===== config.mk =====
export PLATFORM = sky130hd
export DESIGN_NAME = hs4_sink_fifo
export DESIGN_NICKNAME = d
export VERILOG_FILES = /design/src/rtl/hs4_sink_fifo.sv
export SDC_FILE = /design/constraint.sdc
export NUM_CORES = 1
export LEC_CHECK = 0
export ABC_AREA = 1
export CAP_MARGIN = 0
export CORE_MARGIN = 2
export CORE_UTILIZATION = 55
export CTS_CLUSTER_DIAMETER = 120
export DETAILED_ROUTE_END_ITERATION = 7
export DONT_BUFFER_PORTS = 1
export GPL_TIMING_DRIVEN = 1
export PLACE_DENSITY = 0.69
export SLEW_MARGIN = 30
export SYNTH_ARGS = -nofsm -noshare
export SYNTH_HDL_FRONTEND = slang
export SYNTH_SLANG_ARGS = --single-unit

===== constraint.sdc =====
create_clock -name clk -period 4.3 [get_ports clk]
set_input_delay 0.645 -clock clk [delete_from_list [all_inputs] [get_ports clk]]
set_output_delay 0.645 -clock clk [all_outputs]
set_load 0.01 [all_outputs]

===== src/rtl/hs4_sink_fifo.sv =====
// rtl/hs4_sink_fifo.sv - clocked sink for the 4-word 4-phase bundled-data channel with FWFT FIFO
//
// Purpose:
//   Active side of a 4-phase bundled-data channel. It raises req only when a
//   FIFO slot is free. It waits for the synchronized ack and captures the four
//   data words in that cycle. It then completes the return-to-zero phase.
//   Captured bundles are buffered in a first-word-fall-through FIFO and
//   presented on a valid/ready stream.
//
// Ports:
//   clk                    clock, rising-edge
//   rst                    asynchronous active-high reset
//   req                    4-phase request to upstream (registered)
//   ack                    4-phase acknowledge from upstream (asynchronous)
//   data_in0..data_in3     bundled data words, stable while ack is high
//   out_valid              FIFO head entry available
//   out_ready              downstream accepts the head entry
//   out_data0..out_data3   words of the FIFO head entry
//   count                  number of occupied FIFO entries
//   hs_state               handshake FSM state: 0 IDLE, 1 REQ, 2 RELEASE

module hs4_sink_fifo #(
  parameter int DWIDTH      = 8,
  parameter int DEPTH       = 4,
  parameter int SYNC_STAGES = 2
) (
  input  logic                     clk,
  input  logic                     rst,
  output logic                     req,
  input  logic                     ack,
  input  logic [DWIDTH-1:0]        data_in0,
  input  logic [DWIDTH-1:0]        data_in1,
  input  logic [DWIDTH-1:0]        data_in2,
  input  logic [DWIDTH-1:0]        data_in3,
  output logic                     out_valid,
  input  logic                     out_ready,
  output logic [DWIDTH-1:0]        out_data0,
  output logic [DWIDTH-1:0]        out_data1,
  output logic [DWIDTH-1:0]        out_data2,
  output logic [DWIDTH-1:0]        out_data3,
  output logic [$clog2(DEPTH):0]   count,
  output logic [1:0]               hs_state
);

  localparam int PW = $clog2(DEPTH);
  localparam logic [PW:0] C_FULL = (PW+1)'(DEPTH);

  localparam logic [1:0] S_IDLE = 2'd0;
  localparam logic [1:0] S_REQ  = 2'd1;
  localparam logic [1:0] S_REL  = 2'd2;

  // ack synchronizer and its post-reset warm-up marker
  logic [SYNC_STAGES-1:0] r_ack_sync;
  logic [SYNC_STAGES-1:0] r_warm;
  logic                   w_ack_s;
  logic                   w_sync_ready;

  // handshake FSM
  logic [1:0]             r_state;
  logic [1:0]             w_state_nxt;
  logic                   r_req;
  logic                   w_req_nxt;

  // FIFO
  logic [4*DWIDTH-1:0]    r_mem [DEPTH];
  logic [PW-1:0]          r_wr_ptr;
  logic [PW-1:0]          r_rd_ptr;
  logic [PW:0]            r_count;
  logic                   w_push;
  logic                   w_pop;
  logic                   w_has_slot;

  assign w_ack_s      = r_ack_sync[SYNC_STAGES-1];
  assign w_sync_ready = r_warm[SYNC_STAGES-1];
  assign w_has_slot   = (r_count < C_FULL);

  // Synchronizer flops reset to 0, so right after reset ack_s reads 0 even
  // if upstream still holds ack high. r_warm marks when the chain holds real
  // samples, so a stale ack cannot start a new transfer.
  always_ff @(posedge clk or posedge rst) begin
    if (rst) begin
      r_ack_sync <= '0;
      r_warm     <= '0;
    end else begin
      r_ack_sync <= {r_ack_sync[SYNC_STAGES-2:0], ack};
      r_warm     <= {r_warm[SYNC_STAGES-2:0], 1'b1};
    end
  end

  // FSM: state register (req registered alongside so it is glitch-free)
  always_ff @(posedge clk or posedge rst) begin
    if (rst) begin
      r_state <= S_IDLE;
      r_req   <= 1'b0;
    end else begin
      r_state <= w_state_nxt;
      r_req   <= w_req_nxt;
    end
  end

  // FSM: next-state logic
  always_comb begin
    w_state_nxt = S_IDLE;
    case (r_state)
      S_IDLE: begin
        // Reserving the slot here keeps the later capture from overflowing.
        if (w_sync_ready && !w_ack_s && w_has_slot) w_state_nxt = S_REQ;
        else                                        w_state_nxt = S_IDLE;
      end
      S_REQ: begin
        if (w_ack_s) w_state_nxt = S_REL;
        else         w_state_nxt = S_REQ;
      end
      S_REL: begin
        if (!w_ack_s) w_state_nxt = S_IDLE;
        else          w_state_nxt = S_REL;
      end
      default: w_state_nxt = S_IDLE;
    endcase
  end

  // FSM: outputs
  always_comb begin
    w_req_nxt = (w_state_nxt == S_REQ);
    w_push    = (r_state == S_REQ) && w_ack_s;
  end

  assign w_pop = out_valid && out_ready;

  // Storage needs no reset; entries are only read once count says valid.
  always_ff @(posedge clk) begin
    if (w_push) r_mem[r_wr_ptr] <= {data_in3, data_in2, data_in1, data_in0};
  end

  always_ff @(posedge clk or posedge rst) begin
    if (rst) begin
      r_wr_ptr <= '0;
      r_rd_ptr <= '0;
      r_count  <= '0;
    end else begin
      if (w_push) r_wr_ptr <= r_wr_ptr + 1'b1;
      if (w_pop)  r_rd_ptr <= r_rd_ptr + 1'b1;
      case ({w_push, w_pop})
        2'b10:   r_count <= r_count + 1'b1;
        2'b01:   r_count <= r_count - 1'b1;
        default: r_count <= r_count;
      endcase
    end
  end

  assign req       = r_req;
  assign hs_state  = r_state;
  assign count     = r_count;
  assign out_valid = (r_count != '0);
  assign {out_data3, out_data2, out_data1, out_data0} = r_mem[r_rd_ptr];

endmodule


# Word-level counts from Yosys, hierarchy flattened
# Memories as Yosys holds them, arrays and structs flattened.
# Cells that the tools add are included.
totals:
  out_inout_bits: 39
  mem_bits_rw: 128
  n_memories: 1
  inputBits: 36
  reg_bits: 14
  word_cells: 33
classes:
  add_sub_neg: 4
  n_lt_le_gt_ge: 1
  n_eq_ne: 5
  reduce_logical: 8
  mux: 7
mem_list:
  columns: ["memory", "depth", "width", "rd", "rd_ports_with_merged_regs", "wr", "line_no", "rtl"]
  rows:
  - ["r_mem", 4, 32, 1, 0, 1, "65", "logic [4*DWIDTH-1:0] r_mem [DEPTH];"]
op_table:
  columns: ["operator", "n"]
  rows:
  - ["$eq 2x1->1 const B", 3]
  - ["$pmux 2 s3", 1]
  - ["$pmux 3 s2", 1]
  - ["$add 2x1->2 const B", 2]
  - ["$eq 2x2->1 const B", 2]
  - ["$logic_and 1x1->1", 4]
  - ["$mux 2", 2]
  - ["$add 3x1->3 const B", 1]
  - ["$lt 3x3->1 const B", 1]
  - ["$mux 1", 3]
  - ["$reduce_bool 3->1", 1]
  - ["$sub 3x1->3 const B", 1]
  - ["$logic_not 2->1", 1]
  - ["$reduce_bool 2->1", 1]
  - ["$logic_not 1->1", 1]

# Longest topological paths before layout
logic_depth:
  depth_word: 6
  ltp_mapped: 12
  depth_no_buf: 12

# Worst setup path before layout
# Ideal clock, no wire load.
synth_path:
  path_type: "flip-flop to flip-flop"
  startpoint: "register r_state[1] (netlist: hs_state[1])"
  endpoint: "memory r_mem[0][0] (netlist bit), enable pin"
  path_slack_ns: 1.840
  period_less_slack_ns: 2.460
  required_ns: 3.879
  arrival_ns: 2.039
  setup_time_ns: 0.421
  stages_incl_launch_ff: 4
  n_path_buf: 0
  path_cell_list: "dfrtp_1 > inv_1 > nand3_2 > nor2_1"
synth_between:
  elab_chain_len: 4
synth_lines:
  columns: ["element", "line_no", "rtl"]
  rows:
  - ["start, declared", "59", "logic [1:0] r_state;"]
  - ["start signal, assigned", "96", "r_state <= w_state_nxt;"]
  - ["$eq 2x1->1", "125", "w_push = (r_state == S_REQ) && w_ack_s;"]
  - ["$logic_and 1x1->1", "125", null]
  - ["$mux 1", "132", "if (w_push) r_mem[r_wr_ptr] <= {data_in3, data_in2, data_in1, data_in0};"]
  - ["$mux 1 (not written as such)", "132", null]
  - ["end, declared", "65", null]
# Every way passes these cells.

# Worst setup path after layout
layout_path:
  startpoint: "register r_rd_ptr[0]"
  endpoint: "output out_data0[3]"
layout_between:
  elab_chain_len: 1
layout_lines:
  columns: ["element", "line_no", "rtl"]
  rows:
  - ["start, declared", "67", "logic [PW-1:0] r_rd_ptr;"]
  - ["start signal, assigned", "142", "if (w_pop) r_rd_ptr <= r_rd_ptr + 1'b1;"]
  - ["$mem_v2 4x32", null, null]
  - ["end, declared", "37", "output logic [DWIDTH-1:0] out_data0,"]
# Every way passes these cells.

==> results.py <==
metrics = {
    "critical_path": {
        "path_cells": "inv_4 > buf_4 > nand2_1 > o211ai_1 > nand2_1",
        "start_kind": "flip-flop",
        "slowest_delay_ps": 530,
        "cp_top_family": "buffers and inverters",
        "cpMostUsedCell": "nand2_1",
        "endpoint_kind": "output port",
        "cp.required_ps": 3650,
        "cp.arrival_ps": 2420,
        "cp_slowest_cell": "inv_4",
        "critPathBufInv": 2,
        "cp_max_fo": 80,
        "path_class": "flip-flop to output port",
    },
    "drt": {
        "drt_wl_total_mm": 9.64,
        "dr.pass1.iters": 4,
        "avgViaCountPerCell": 5.26,
        "drtIter0Drc": 153,
        "dr.max_layer_used": "met4",
        "post_drt_wl_per_cell_um": 16.1,
        "drc": 0,
        "postRouteAntennaNets": 0,
        "route.met2.wl_mm": 4.91,
        "vias": 3152,
        "wl_met1_mm": 3.79,
        "met3_length_um": 782,
    },
    "power": {
        "ir_drop_v": 0.000320,
        "power.density_mw_per_mm2": 645,
        "leakagePower_uw": 0.00258,
    },
    "finish": {
        "layout.cells.non_filler": 599,
        "design_area_sq_mm": 0.00655,
        "drive_gt1_share_pct": 9.94,
        "fillers": 756,
        "insertedDiodeCount": 0,
        "nets": 492,
        "syn_to_final_growth_pct": 13.6,
        "multi_input_comb_area_sq_mm": 0.00111,
        "seqCellArea_sq_mm": 0.00419,
    },
    "clocking": {
        "clkSinkCount": 142,
        "clockBufferDepth": 2,
        "cts_made_buffers": 17,
        "htreeDepth": 4,
        "cts_tree": "done",
        "root_buffer": "clkbuf_8",
        "cts_setup_buffers": 0,
        "clk_pin_slew_ps": 60,
        "cts_resized": 0,
        "clk_latency_ps": 510,
        "hold_buffers": 0,
    },
    "floorplan": {
        "coreArea_sq_mm": 0.0103,
        "start_util_pct": 56.1,
        "io_pins": 75,
        "rows": 37,
        "die_area_sq_mm": 0.0113,
        "die_width_um": 106,
        "fp.dieH_um": 106,
    },
    "placed_design": {
        "port_buffers": 0,
        "dp_hpwl_mm": 5.90,
        "gp_congestion": 0.724,
        "dp.cells": 567,
        "placedInstanceArea_sq_mm": 0.00593,
    },
    "timing": {
        "min_period_over_period_pct": 71.2,
        "slew_violations": 0,
        "relSlewSlack_pct": 51.4,
        "skew_ps": 12.9,
        "rsz0062_at_grt": "no",
        "hold_viol": 0,
        "min_period_ps": 3060,
        "finalSetupViolations": 0,
        "fmax_mhz": 327,
        "tightest_slew_ps": 729,
        "finalSetupTns_ps": 0,
    },
    "yosys": {
        "ys_types": 22,
        "synthCells": 444,
        "synth-edff-count": 128,
        "synth_compound_area_share_pct": 8.67,
        "avgSynthCellArea_sq_um": 13.0,
        "syn-num-nets": 486,
        "synthFlopType": "edfxtp_1",
        "synthXorXnorAreaFrac_pct": 0.304,
        "ys_seq_area_share_pct": 72.7,
        "synthTopCellsByArea": "edfxtp_1 67%, o211ai_1 8.3%, nand2_1 7.1%",
        "ys_warn_count": 0,
        "ys_ff_latch": 142,
        "synth_top_family_by_area": "compound AO/OA/AOI/OAI gates",
        "synth_top_area_cell": "edfxtp_1",
        "synthArstFlopShare_pct": 9.86,
        "yosys.area_share.simple_pct": 8.22,
        "netlist_top_cells_count": "128 x edfxtp_1, 109 x nand2_1, 81 x inv_1",
        "syn-cell-area_sq_mm": 0.00577,
        "synthMuxAreaShare_pct": 0,
        "synth_top_area_share_pct": 66.6,
        "synth_fa_ha_area_share_pct": 1.43,
        "yosysMostFrequentCell": "edfxtp_1",
    },
    "grt": {
        "antenna_found_initial": 0,
        "track_usage_pct": 18.3,
        "grt_pass1_wl_mm": 15.5,
        "grt_pass1_vias": 3201,
        "grt_max_degree": 81,
        "grt_remaining_overflow": 0,
    },
    "run_status": {
        "outcome": "complete, no violations",
    },
    "hold_path": {
        "hold_class": "input pin to async pin",
    },
    "run": {
        "drv_cap": 0,
    },
}
-- final cells by class --
class                      instances  area share (%)
sequential                       142            64.0
multi-input combinational        199            16.9
clock buffer                      17            6.32
inverter                          82            4.74
clock inverter                    15            3.17
tap                              136            2.60
timing repair buffer               8            2.25
-- path summary, 6_finish.rpt --
kind	startpoint	endpoint	slack [ps]	cells past startpoint
max reg2reg	count[1]	count[2]	2320	11
max in group asynchronous	rst	r_rd_ptr[1]	3860	1
min in group clk	ack	r_ack_sync[0]	160	0
min reg2reg	r_ack_sync[0]	r_ack_sync[1]	350	0
min	rst	r_ack_sync[0]	60	1
max	r_rd_ptr[0]	out_data0[3]	1240	5
-- power breakdown --
group	switching, uW	internal, uW	leakage [uW]
clock network	556	950	0.000303
logic	758	286	0.000951
registers	60.1	1610	0.00132
total	1370	2850	0.00258
-- worst reg2reg max path, cell delays in order, from the launching register on --
cell and delay (ps):
dfrtp_1 430, inv_1 100, nand3_1 250, nand2_1 110, inv_1 80, ha_1 150, inv_1 70, fa_1 380
nand2_1 100, nand3_1 70, nand2_1 60, nand2_1 60
-- state kept, by name (all words and copies together) (netlist names) --
register    cells
r_mem         128
r_warm          2
r_rd_ptr        2
req             1
hs_state        2
count           3
r_ack_sync      2
r_wr_ptr        2
-- routing by layer --
metal,GRT usage (%),up-vias
li1,-,1536
met3,7.60,12
met5,0,-
met2,31.1,83
met1,19.8,1521
met4,8.72,0
-- cells by family after synthesis --
kind of cell             after synthesis
adder cells (fa/ha/maj)                6
XOR/XNOR                               2
buffers and inverters                103
other                                  1
AND/OR/NAND/NOR                      122
AO/OA/AOI/OAI                         68
flip-flops                           142
-- cell usage in the layout, fill, tap and decap left out, types with 2 or more instances in the layout --
cell	netlist	routed
bufinv_16	0	4
nand2_1	109	109
o21ai_0	2	2
buf_4	4	3
clkbuf_16	0	16
nand3_1	4	4
clkinv_4	0	4
o211ai_1	64	64
inv_1	81	81
dfrtp_1	14	14
a21oi_1	2	2
ha_1	5	5
nor2_4	0	4
nor3_1	2	2
inv_6	0	4
buf_16	0	4
edfxtp_1	128	128
clkinv_2	0	2
-- through the flow --
step | worst slack [ps] | total power (uW) | utilization (%) | hold WS, ps
after global placement | 1610 | 2700 | 56.5 | 332
after detailed placement | 1540 | 2760 | 57.7 | 337
after CTS | 965 | 4270 | 63.7 | 67.3
after global routing | 1120 | 4440 | 63.8 | 87.2
final | 1240 | 4220 | 63.8 | 62.9
after floorplan | 1840 | 2630 | - | 331
(Power assumes the default switching activity.)
